==> src/rtl/fa4_pkg.sv <==
// Shared constants, state encoding and sizing helper for the nibble-serial adder.
package fa4_pkg;

    localparam int NIBBLE_W = 4;

    typedef enum logic {
        ST_IDLE = 1'b0,
        ST_RUN  = 1'b1
    } state_t;

    // Counter width for n nibbles; never narrower than one bit.
    function automatic int cnt_w(input int n);
        int w;
        w = 0;
        for (int i = 0; i < 32; i++) begin
            if ((1 << w) < n) w++;
        end
        return (w < 1) ? 1 : w;
    endfunction

endpackage

==> src/rtl/fa4_serial_add_ctrl_if.sv <==
// Host-side handshake and operand/result bus of the serial adder.
// The sub signal exists only when FA4_SUB_EN is defined.
interface fa4_serial_add_ctrl_if #(parameter int WIDTH = 16);

    logic             start;
    logic [WIDTH-1:0] A;
    logic [WIDTH-1:0] B;
    logic             Ci;
`ifdef FA4_SUB_EN
    logic             sub;
`endif
    logic             busy;
    logic             done;
    logic [WIDTH-1:0] Y;
    logic             Co;

`ifdef FA4_SUB_EN
    modport master (output start, A, B, Ci, sub, input busy, done, Y, Co);
    modport slave  (input start, A, B, Ci, sub, output busy, done, Y, Co);
`else
    modport master (output start, A, B, Ci, input busy, done, Y, Co);
    modport slave  (input start, A, B, Ci, output busy, done, Y, Co);
`endif

endinterface

==> src/rtl/fa4_serial_add_ctrl_fa4.sv <==
// The shared 4-bit full-adder slice.
module fa4 (
    input  logic [3:0] A,
    input  logic [3:0] B,
    input  logic       Ci,
    output logic [3:0] Y,
    output logic       Co
);

    assign {Co, Y} = {1'b0, A} + {1'b0, B} + {4'b0000, Ci};

endmodule

==> src/rtl/fa4_serial_add_ctrl.sv <==
// Nibble-serial WIDTH-bit adder built around one fa4 slice, LSB nibble first.
// Optional subtract mode is built when FA4_SUB_EN is defined.
module fa4_serial_add_ctrl
    import fa4_pkg::*;
#(
    parameter int WIDTH = 16
) (
    input  logic                clk,
    input  logic                reset,
    fa4_serial_add_ctrl_if.slave bus
);

    localparam int NIB = WIDTH / NIBBLE_W;
    localparam int CW  = cnt_w(NIB);
    localparam int IW  = CW + 2;
    localparam logic [CW-1:0] CNT_LAST = CW'(NIB - 1);

    if (((WIDTH % NIBBLE_W) != 0) || (WIDTH < NIBBLE_W)) begin : g_bad_width
        $error("fa4_serial_add_ctrl: WIDTH must be a multiple of 4 and >= 4");
    end

    state_t           state_q, state_d;
    logic [CW-1:0]    cnt_q, cnt_d;
    logic             carry_q, carry_d;
    logic [WIDTH-1:0] a_q, a_d;
    logic [WIDTH-1:0] b_q, b_d;
    logic [WIDTH-1:0] shadow_q, shadow_d;
    logic [WIDTH-1:0] y_q, y_d;
    logic             co_q, co_d;
    logic             done_q, done_d;

    logic [IW-1:0]       nib_lsb;
    logic [NIBBLE_W-1:0] fa_a, fa_b, fa_y;
    logic                fa_co;
    logic [WIDTH-1:0]    merged;
    logic [WIDTH-1:0]    b_in;
    logic                ci_in;

    assign nib_lsb = {cnt_q, 2'b00};
    assign fa_a    = a_q[nib_lsb +: NIBBLE_W];
    assign fa_b    = b_q[nib_lsb +: NIBBLE_W];

    fa4 u_fa4 (
        .A  (fa_a),
        .B  (fa_b),
        .Ci (carry_q),
        .Y  (fa_y),
        .Co (fa_co)
    );

    // Subtraction is A + ~B + 1, folded into the operand latch.
`ifdef FA4_SUB_EN
    assign b_in  = bus.sub ? ~bus.B : bus.B;
    assign ci_in = bus.sub ? 1'b1 : bus.Ci;
`else
    assign b_in  = bus.B;
    assign ci_in = bus.Ci;
`endif

    always_comb begin
        merged                     = shadow_q;
        merged[nib_lsb +: NIBBLE_W] = fa_y;
    end

    always_comb begin
        state_d  = state_q;
        cnt_d    = cnt_q;
        carry_d  = carry_q;
        a_d      = a_q;
        b_d      = b_q;
        shadow_d = shadow_q;
        y_d      = y_q;
        co_d     = co_q;
        done_d   = 1'b0;
        case (state_q)
            ST_IDLE: begin
                if (bus.start) begin
                    a_d     = bus.A;
                    b_d     = b_in;
                    carry_d = ci_in;
                    cnt_d   = '0;
                    state_d = ST_RUN;
                end
            end
            ST_RUN: begin
                shadow_d = merged;
                carry_d  = fa_co;
                cnt_d    = cnt_q + CW'(1);
                // Result registers change only here, so partial sums never leak out.
                if (cnt_q == CNT_LAST) begin
                    y_d     = merged;
                    co_d    = fa_co;
                    done_d  = 1'b1;
                    cnt_d   = '0;
                    state_d = ST_IDLE;
                end
            end
        endcase
    end

    always_ff @(posedge clk) begin
        if (reset) begin
            state_q  <= ST_IDLE;
            cnt_q    <= '0;
            carry_q  <= 1'b0;
            a_q      <= '0;
            b_q      <= '0;
            shadow_q <= '0;
            y_q      <= '0;
            co_q     <= 1'b0;
            done_q   <= 1'b0;
        end else begin
            state_q  <= state_d;
            cnt_q    <= cnt_d;
            carry_q  <= carry_d;
            a_q      <= a_d;
            b_q      <= b_d;
            shadow_q <= shadow_d;
            y_q      <= y_d;
            co_q     <= co_d;
            done_q   <= done_d;
        end
    end

    assign bus.busy = (state_q == ST_RUN);
    assign bus.done = done_q;
    assign bus.Y    = y_q;
    assign bus.Co   = co_q;

endmodule

==> src/flat_wrapper.sv <==
// flat-port wrapper written by rule: the top's interface ports become plain ports
module fa4_serial_add_ctrl_flat import fa4_pkg::*;
#(
    parameter int WIDTH = 16
)
  (clk, reset, bus_start, bus_A, bus_B, bus_Ci, bus_busy, bus_done, bus_Y, bus_Co);
  fa4_serial_add_ctrl_if #(.WIDTH(WIDTH)) bus_i ();
  input  logic clk;
  input  logic reset;
  input wire logic [$bits(bus_i.start)-1:0] bus_start;
  input wire logic [$bits(bus_i.A)-1:0] bus_A;
  input wire logic [$bits(bus_i.B)-1:0] bus_B;
  input wire logic [$bits(bus_i.Ci)-1:0] bus_Ci;
  output wire logic [$bits(bus_i.busy)-1:0] bus_busy;
  output wire logic [$bits(bus_i.done)-1:0] bus_done;
  output wire logic [$bits(bus_i.Y)-1:0] bus_Y;
  output wire logic [$bits(bus_i.Co)-1:0] bus_Co;
  assign bus_i.start = bus_start;
  assign bus_i.A = bus_A;
  assign bus_i.B = bus_B;
  assign bus_i.Ci = bus_Ci;
  assign bus_busy = bus_i.busy;
  assign bus_done = bus_i.done;
  assign bus_Y = bus_i.Y;
  assign bus_Co = bus_i.Co;
  fa4_serial_add_ctrl #(.WIDTH(WIDTH)) u_core (.clk(clk), .reset(reset), .bus(bus_i));
endmodule
==> config.mk <==
export PLATFORM = sky130hd
export DESIGN_NAME = fa4_serial_add_ctrl_flat
export DESIGN_NICKNAME = d
export VERILOG_FILES = /design/src/rtl/fa4_pkg.sv /design/src/rtl/fa4_serial_add_ctrl_if.sv /design/src/rtl/fa4_serial_add_ctrl_fa4.sv /design/src/rtl/fa4_serial_add_ctrl.sv /design/src/flat_wrapper.sv
export SDC_FILE = /design/constraint.sdc
export NUM_CORES = 1
export LEC_CHECK = 0
export CAP_MARGIN = 10
export CORE_UTILIZATION = 50
export DETAILED_ROUTE_END_ITERATION = 16
export PLACE_DENSITY = 0.87
export SLEW_MARGIN = 20
export SYNTH_ARGS = -nofsm -noshare
export SYNTH_HDL_FRONTEND = slang
export SYNTH_SLANG_ARGS = --single-unit
==> constraint.sdc <==
create_clock -name clk -period 3 [get_ports clk]
set_input_delay 0.3 -clock clk [delete_from_list [all_inputs] [get_ports clk]]
set_output_delay 0.3 -clock clk [all_outputs]
set_load 0.05 [all_outputs]
==> impl_metrics.env, run 1 <==
export IMPL_status="completed"
export IMPL_area_growth_pct=27.64
export IMPL_fmax_ghz=0.3509
export IMPL_avgRoutedWirePerCell_um=14.83
export IMPL_hp_class="input pin to register"
export IMPL_timing_hold_ws_ns=0.3165
export IMPL_endpoint_kind="register"
export IMPL_drt_pass1_iterations=4
export IMPL_cts_resized=0
export IMPL_synth_most_common_cell="nand2_1"
export IMPL_vias=2584
export IMPL_syn_area_um2=3010
export IMPL_yosys_register_bits=70
export IMPL_ios=55
export IMPL_path_common_cell="fa_1"
export IMPL_slowest_stage="mux4_1"
export IMPL_fp_dieH_um=79.60
export IMPL_grt_pass1_vias=2623
export IMPL_rsz0062_at_grt="no"
export IMPL_cts_setup_buffers=0
export IMPL_clock_skew_final_ns=0.009059
export IMPL_antenna_found_initial=0
export IMPL_nNetsFinal=434
export IMPL_final_antenna_net_count=0
export IMPL_root_buffer="clkbuf_8"
export IMPL_die_x_um=79.60
export IMPL_cts_buffer_depth=2
export IMPL_max_stage_delay_ns=0.67
export IMPL_finalHoldViolCount=0
export IMPL_ys_flop_type="dfxtp_1"
export IMPL_ctsHoldBuffers=0
export IMPL_rows=27
export IMPL_core_area_um2=5642
export IMPL_worst_slew_pin_slew_ns=0.8076
export IMPL_yosysWarnings=0
export IMPL_synth_fp_nets=383
export IMPL_grt_max_degree=38
export IMPL_crit_family="adder cells"
export IMPL_yosysSeqAreaShare_pct=46.55
export IMPL_via_per_inst=5.569
export IMPL_synth_cells=336
export IMPL_drv_slew=0
export IMPL_drc=0
export IMPL_track_usage_pct=24.49
export IMPL_ys_types=36
export IMPL_portBuffers=54
export IMPL_wirelength_um=6882
export IMPL_postSynth_asyncResetShare_pct=0
export IMPL_power_leakage_nw=1.433
export IMPL_htreeDepth=3
export IMPL_synth_avg_cell_area_um2=8.959
export IMPL_synth_edf_count=0
export IMPL_power_density_nw_per_um2=562.1
export IMPL_die_area_um2=6335
export IMPL_grt_pass1_wl_um=11810
export IMPL_cap_violations=0
export IMPL_num_antenna_cells=0
export IMPL_cp_max_fo=6
export IMPL_synth_top_area_cell="dfxtp_1"
export IMPL_ir_drop_mv=0.3735
export IMPL_overflow=0
export IMPL_period_needed_ns=2.850
export IMPL_cts_buffers=9
export IMPL_drtIter0Drc=99
export IMPL_totalNegativeSetupSlack_ns=0
export IMPL_cp_arrival_ns=3.14
export IMPL_cp_num_buf_inv=1
export IMPL_timing_setup_critical_path_class="register to register"
export IMPL_place_hpwl_um=4838
export IMPL_synthTopCellsByArea="dfxtp_1, nand2_1, a21oi_1"
export IMPL_start_kind="register"
export IMPL_finalSetupViolCount=0
export IMPL_crit_chain="mux4_1 -> fa_1 -> inv_1 -> fa_1 -> nor2b_1 -> a22oi_1 -> nor2_1"
export IMPL_drive_gt1_share_pct=9.949
export IMPL_clock_latency_ns=0.35
export IMPL_synth_top_area_share_pct=46.55
export IMPL_post_route_period_util_pct=95.01
export IMPL_clock_sinks=70
export IMPL_power_mw=2.160
export IMPL_cp_required_ns=3.29
export IMPL_place_congestion=0.8685
export IMPL_initial_core_util_pct=53.36
export IMPL_synthTopCellsByCount="nand2_1, dfxtp_1, a21oi_1, a22oi_1, nor2_1"
export IMPL_slew_headroom_pct=46.16
export IMPL_path_clk_slew_ns=0.08
export IMPL_cts_tree="built"
[area by class of cell]
| type | instances | area, um^2 |
|---|---|---|
| well taps | 72 | 90.09 |
| fillers | 462 | 1799 |
| flip-flops and latches | 70 | 1401 |
| repair buffers | 61 | 588.1 |
| clock inverters | 7 | 120.1 |
| clock buffers | 9 | 123.9 |
| inverters | 12 | 45.04 |
| multi-input cells | 233 | 1474 |
[metrics by stage]
step           utilization (%)  std cells  instance area [um^2]  worst slack, ns
2_1_floorplan                -        336                  3010           0.3840
3_3_place_gp             63.78        448                  3598           0.4079
4_1_cts                  68.11        464                  3842           0.1649
5_1_grt                  68.11        464                  3842          0.03511
3_5_place_dp             63.78        448                  3598           0.2736
6_report                 68.11        464                  3842           0.1498
[state kept, by name (all words and copies together), names as in the netlist]
name and cells:
u_core.a_q 16, u_core.b_q 16, u_core.bus.Y 16, u_core.shadow_q 16
u_core.cnt_q 2, u_core.bus.Co 1, u_core.bus.busy 1, u_core.bus.done 1
u_core.carry_q 1
[cell usage in the layout, fill, tap and decap left out, types with 3 or more instances in the layout]
cell type | netlist | routed
a21oi_1 | 39 | 39
a22o_1 | 6 | 6
a22oi_1 | 17 | 17
a32oi_1 | 8 | 8
buf_4 | 0 | 7
bufinv_16 | 0 | 3
clkbuf_8 | 0 | 9
clkdlybuf4s50_1 | 0 | 53
dfxtp_1 | 70 | 70
ha_1 | 9 | 9
inv_1 | 11 | 11
mux4_2 | 6 | 6
nand2_1 | 89 | 89
nand4_1 | 4 | 4
nor2_1 | 15 | 15
o21ai_0 | 13 | 13
[where the power goes]
| part | internal, mW | switching (mW) | leakage [nW] | total, mW |
|---|---|---|---|---|
| sequential | 0.959 | 0.0225 | 0.570 | 0.982 |
| clock | 0.554 | 0.364 | 0.120 | 0.919 |
| combinational | 0.115 | 0.144 | 0.744 | 0.259 |
| total | 1.63 | 0.531 | 1.43 | 2.16 |
[kinds of logic after synthesis]
group | after synthesis | share of synthesized area, %
adders and majority gates | 11 | 5.071
DFF | 70 | 46.55
xor gates and xnor gates | 1 | 0.2910
AOI/OAI and AO/OA | 91 | 18.95
muxes | 8 | 6.234
and+or+nand+nor | 122 | 18.33
buffers and inverters | 33 | 4.572
[worst paths after layout]
check                            from  cells after the start             endpoint  slack (ns)
setup / recovery      u_core.cnt_q[0]                      7   u_core.shadow_q[5]        0.15
hold / removal                  reset                      2  u_core.shadow_q[13]        0.32
hold reg to reg   u_core.shadow_q[11]                      2  u_core.shadow_q[11]        0.45
setup reg to reg      u_core.cnt_q[0]                      7   u_core.shadow_q[5]        0.15
[per-layer routing]
metal,wire length (um),track usage [%],up-vias
li1,-,-,1269
met1,2793,27.83,1198
met2,3531,42.05,93
met3,298,4.343,24
met4,258,15.64,0
met5,0,0,-
No activity file was read; power rests on OpenSTA's default activity.
==> run 2, diff against run 1 <==
CAP_MARGIN = not set   (was 10)
GPL_ROUTABILITY_DRIVEN = 0   (was not set)
REMOVE_ABC_BUFFERS = 1   (was not set)
==> run 2 against run 1 <==
  * Clock skew shrank 0.0027 ns
  * Combinational power about the same
  * Utilization fell by 0.82 points
  * Largest cell class unchanged
  * Worst hold slack gained 0.14 ns
  * Clock-buffer cell count is 3 higher
  * Maximum frequency rose by 8.6%
  * Critical endpoint is now u_core.bus.Y[7]
  * Highest routed layer unchanged
  * Total power decreased by 7.8%
==> impl_metrics.env, run 2 (synthesis gave the netlist of run 1 again) <==
export IMPL_period_needed_ns=2.624
export IMPL_cts_setup_buffers=0
export IMPL_overflow=0
export IMPL_clock_latency_ns=0.34
export IMPL_drive_gt1_share_pct=9.207
export IMPL_layout_commonest_cell="nand2_1"
export IMPL_drv_slew=0
export IMPL_layout_common_cells="nand2_1, dfxtp_1, clkdlybuf4s50_1, a21oi_1, a22oi_1"
export IMPL_fin_util_pct=67.29
export IMPL_power_density_nw_per_um2=524.6
export IMPL_crit_start="u_core.cnt_q[0]"
export IMPL_worstRegToRegCells=7
export IMPL_path_clk_slew_ns=0.07
export IMPL_fill_cells=447
export IMPL_htreeDepth=3
export IMPL_ios=55
export IMPL_drt_pass1_iterations=5
export IMPL_status="completed"
export IMPL_rr_startpoint="u_core.cnt_q[0]"
export IMPL_rows=27
export IMPL_root_buffer="clkbuf_8"
export IMPL_cp_arrival_ns=2.85
export IMPL_portBuffers=54
export IMPL_ir_drop_mv=0.4238
export IMPL_slew_headroom_pct=49.66
export IMPL_rsz0062_at_grt="no"
export IMPL_dp_cells=447
export IMPL_die_area_um2=6335
export IMPL_grt_pass1_wl_um=11050
export IMPL_core_area_um2=5642
export IMPL_power_leakage_nw=1.415
export IMPL_clock_sinks=70
export IMPL_grt_pass1_vias=2476
export IMPL_ctsHoldBuffers=0
export IMPL_endpoint_kind="register"
export IMPL_area_growth_pct=26.10
export IMPL_start_kind="register"
export IMPL_fmax_ghz=0.3811
export IMPL_critPathCapture="u_core.bus.Y[7]"
export IMPL_cp_required_ns=3.22
export IMPL_timing_setup_critical_path_class="register to register"
export IMPL_grt_max_degree=45
export IMPL_post_route_period_util_pct=87.47
export IMPL_antenna_found_initial=0
export IMPL_cts_buffers=9
export IMPL_clock_skew_final_ns=0.006334
export IMPL_regArea_um2=1401
export IMPL_place_hpwl_um=4756
export IMPL_hp_class="register to register"
export IMPL_final_cells=463
export IMPL_ff2ff_setup_slack_ns=0.38
export IMPL_drc=0
export IMPL_worst_slew_pin_slew_ns=0.7551
export IMPL_crit_chain="buf_4 -> mux4_1 -> ha_1 -> a211o_1 -> a21o_1 -> a32oi_1 -> o21ai_0"
export IMPL_avgRoutedWirePerCell_um=14.38
export IMPL_die_x_um=79.60
export IMPL_fp_dieH_um=79.60
export IMPL_num_antenna_cells=0
export IMPL_power_mw=1.991
export IMPL_nNetsFinal=433
export IMPL_via_per_inst=5.516
export IMPL_finalHoldViolCount=0
export IMPL_cts_tree="built"
export IMPL_final_antenna_net_count=0
export IMPL_initial_core_util_pct=53.36
export IMPL_multi_input_area_um2=1474
export IMPL_track_usage_pct=23.07
export IMPL_rr_endpoint="u_core.bus.Y[7]"
export IMPL_drtIter0Drc=220
export IMPL_cts_resized=0
export IMPL_totalNegativeSetupSlack_ns=0
export IMPL_cap_violations=0
export IMPL_wirelength_um=6657
export IMPL_slowest_stage="mux4_1"
export IMPL_vias=2554
export IMPL_cp_max_fo=13
export IMPL_max_stage_delay_ns=0.61
export IMPL_cts_buffer_depth=2
export IMPL_finalSetupViolCount=0
==> run 2: layer usage <==
metal | track usage (%) | share of wire (%)
met5 | 0 | 0
met3 | 5.143 | 5.9
met1 | 27.14 | 43
met2 | 38.46 | 49
met4 | 13.27 | 2.1
==> run 2: how the worst min path moves through the flow <==
stage                  startpoint                 end  slack [ns]  depth (start not counted)
6_report          u_core.bus.Y[8]     u_core.bus.Y[8]        0.45                          2
5_1_grt        u_core.shadow_q[7]  u_core.shadow_q[7]        0.47                          2
4_1_cts          u_core.bus.Y[15]    u_core.bus.Y[15]        0.46                          2
3_5_place_dp      u_core.bus.Y[8]     u_core.bus.Y[8]        0.44                          2
3_3_place_gp      u_core.bus.Y[8]     u_core.bus.Y[8]        0.43                          2
2_1_floorplan               reset       u_core.a_q[0]        0.37                          1
==> run 2: final cells by class <==
| cell class | count | share of cell area, % |
|---|---|---|
| inverters | 12 | 1.187 |
| flip-flops and latches | 70 | 36.91 |
| multi-input cells | 233 | 38.83 |
| clock inverters | 4 | 1.187 |
| clock buffers | 12 | 4.087 |
| well taps | 72 | 2.373 |
| repair buffers | 60 | 15.43 |
==> run 2: metrics by stage <==
step	area (um^2)	hold WS (ns)	worst slack, ns
2_1_floorplan	2918	0.3691	0.2093
3_3_place_gp	3596	0.4336	0.4771
3_5_place_dp	3596	0.4421	0.3873
4_1_cts	3796	0.4555	0.3837
5_1_grt	3796	0.4711	0.2220
6_report	3796	0.4520	0.3759
==> run 2: power breakdown <==
| group | total, mW | internal [mW] | switching, mW |
|---|---|---|---|
| clock | 0.756 | 0.425 | 0.331 |
| combinational | 0.258 | 0.113 | 0.145 |
| sequential | 0.978 | 0.960 | 0.0178 |
==> run 2: critical path: cells and delay by family (launching register included) <==
family | cells | cell delay [ns]
adder cells (fa/ha/maj) | 1 | 0.30
multiplexers | 1 | 0.61
AO/OA/AOI/OAI | 4 | 0.94
flip-flops | 1 | 0.38
buffers and inverters | 1 | 0.27
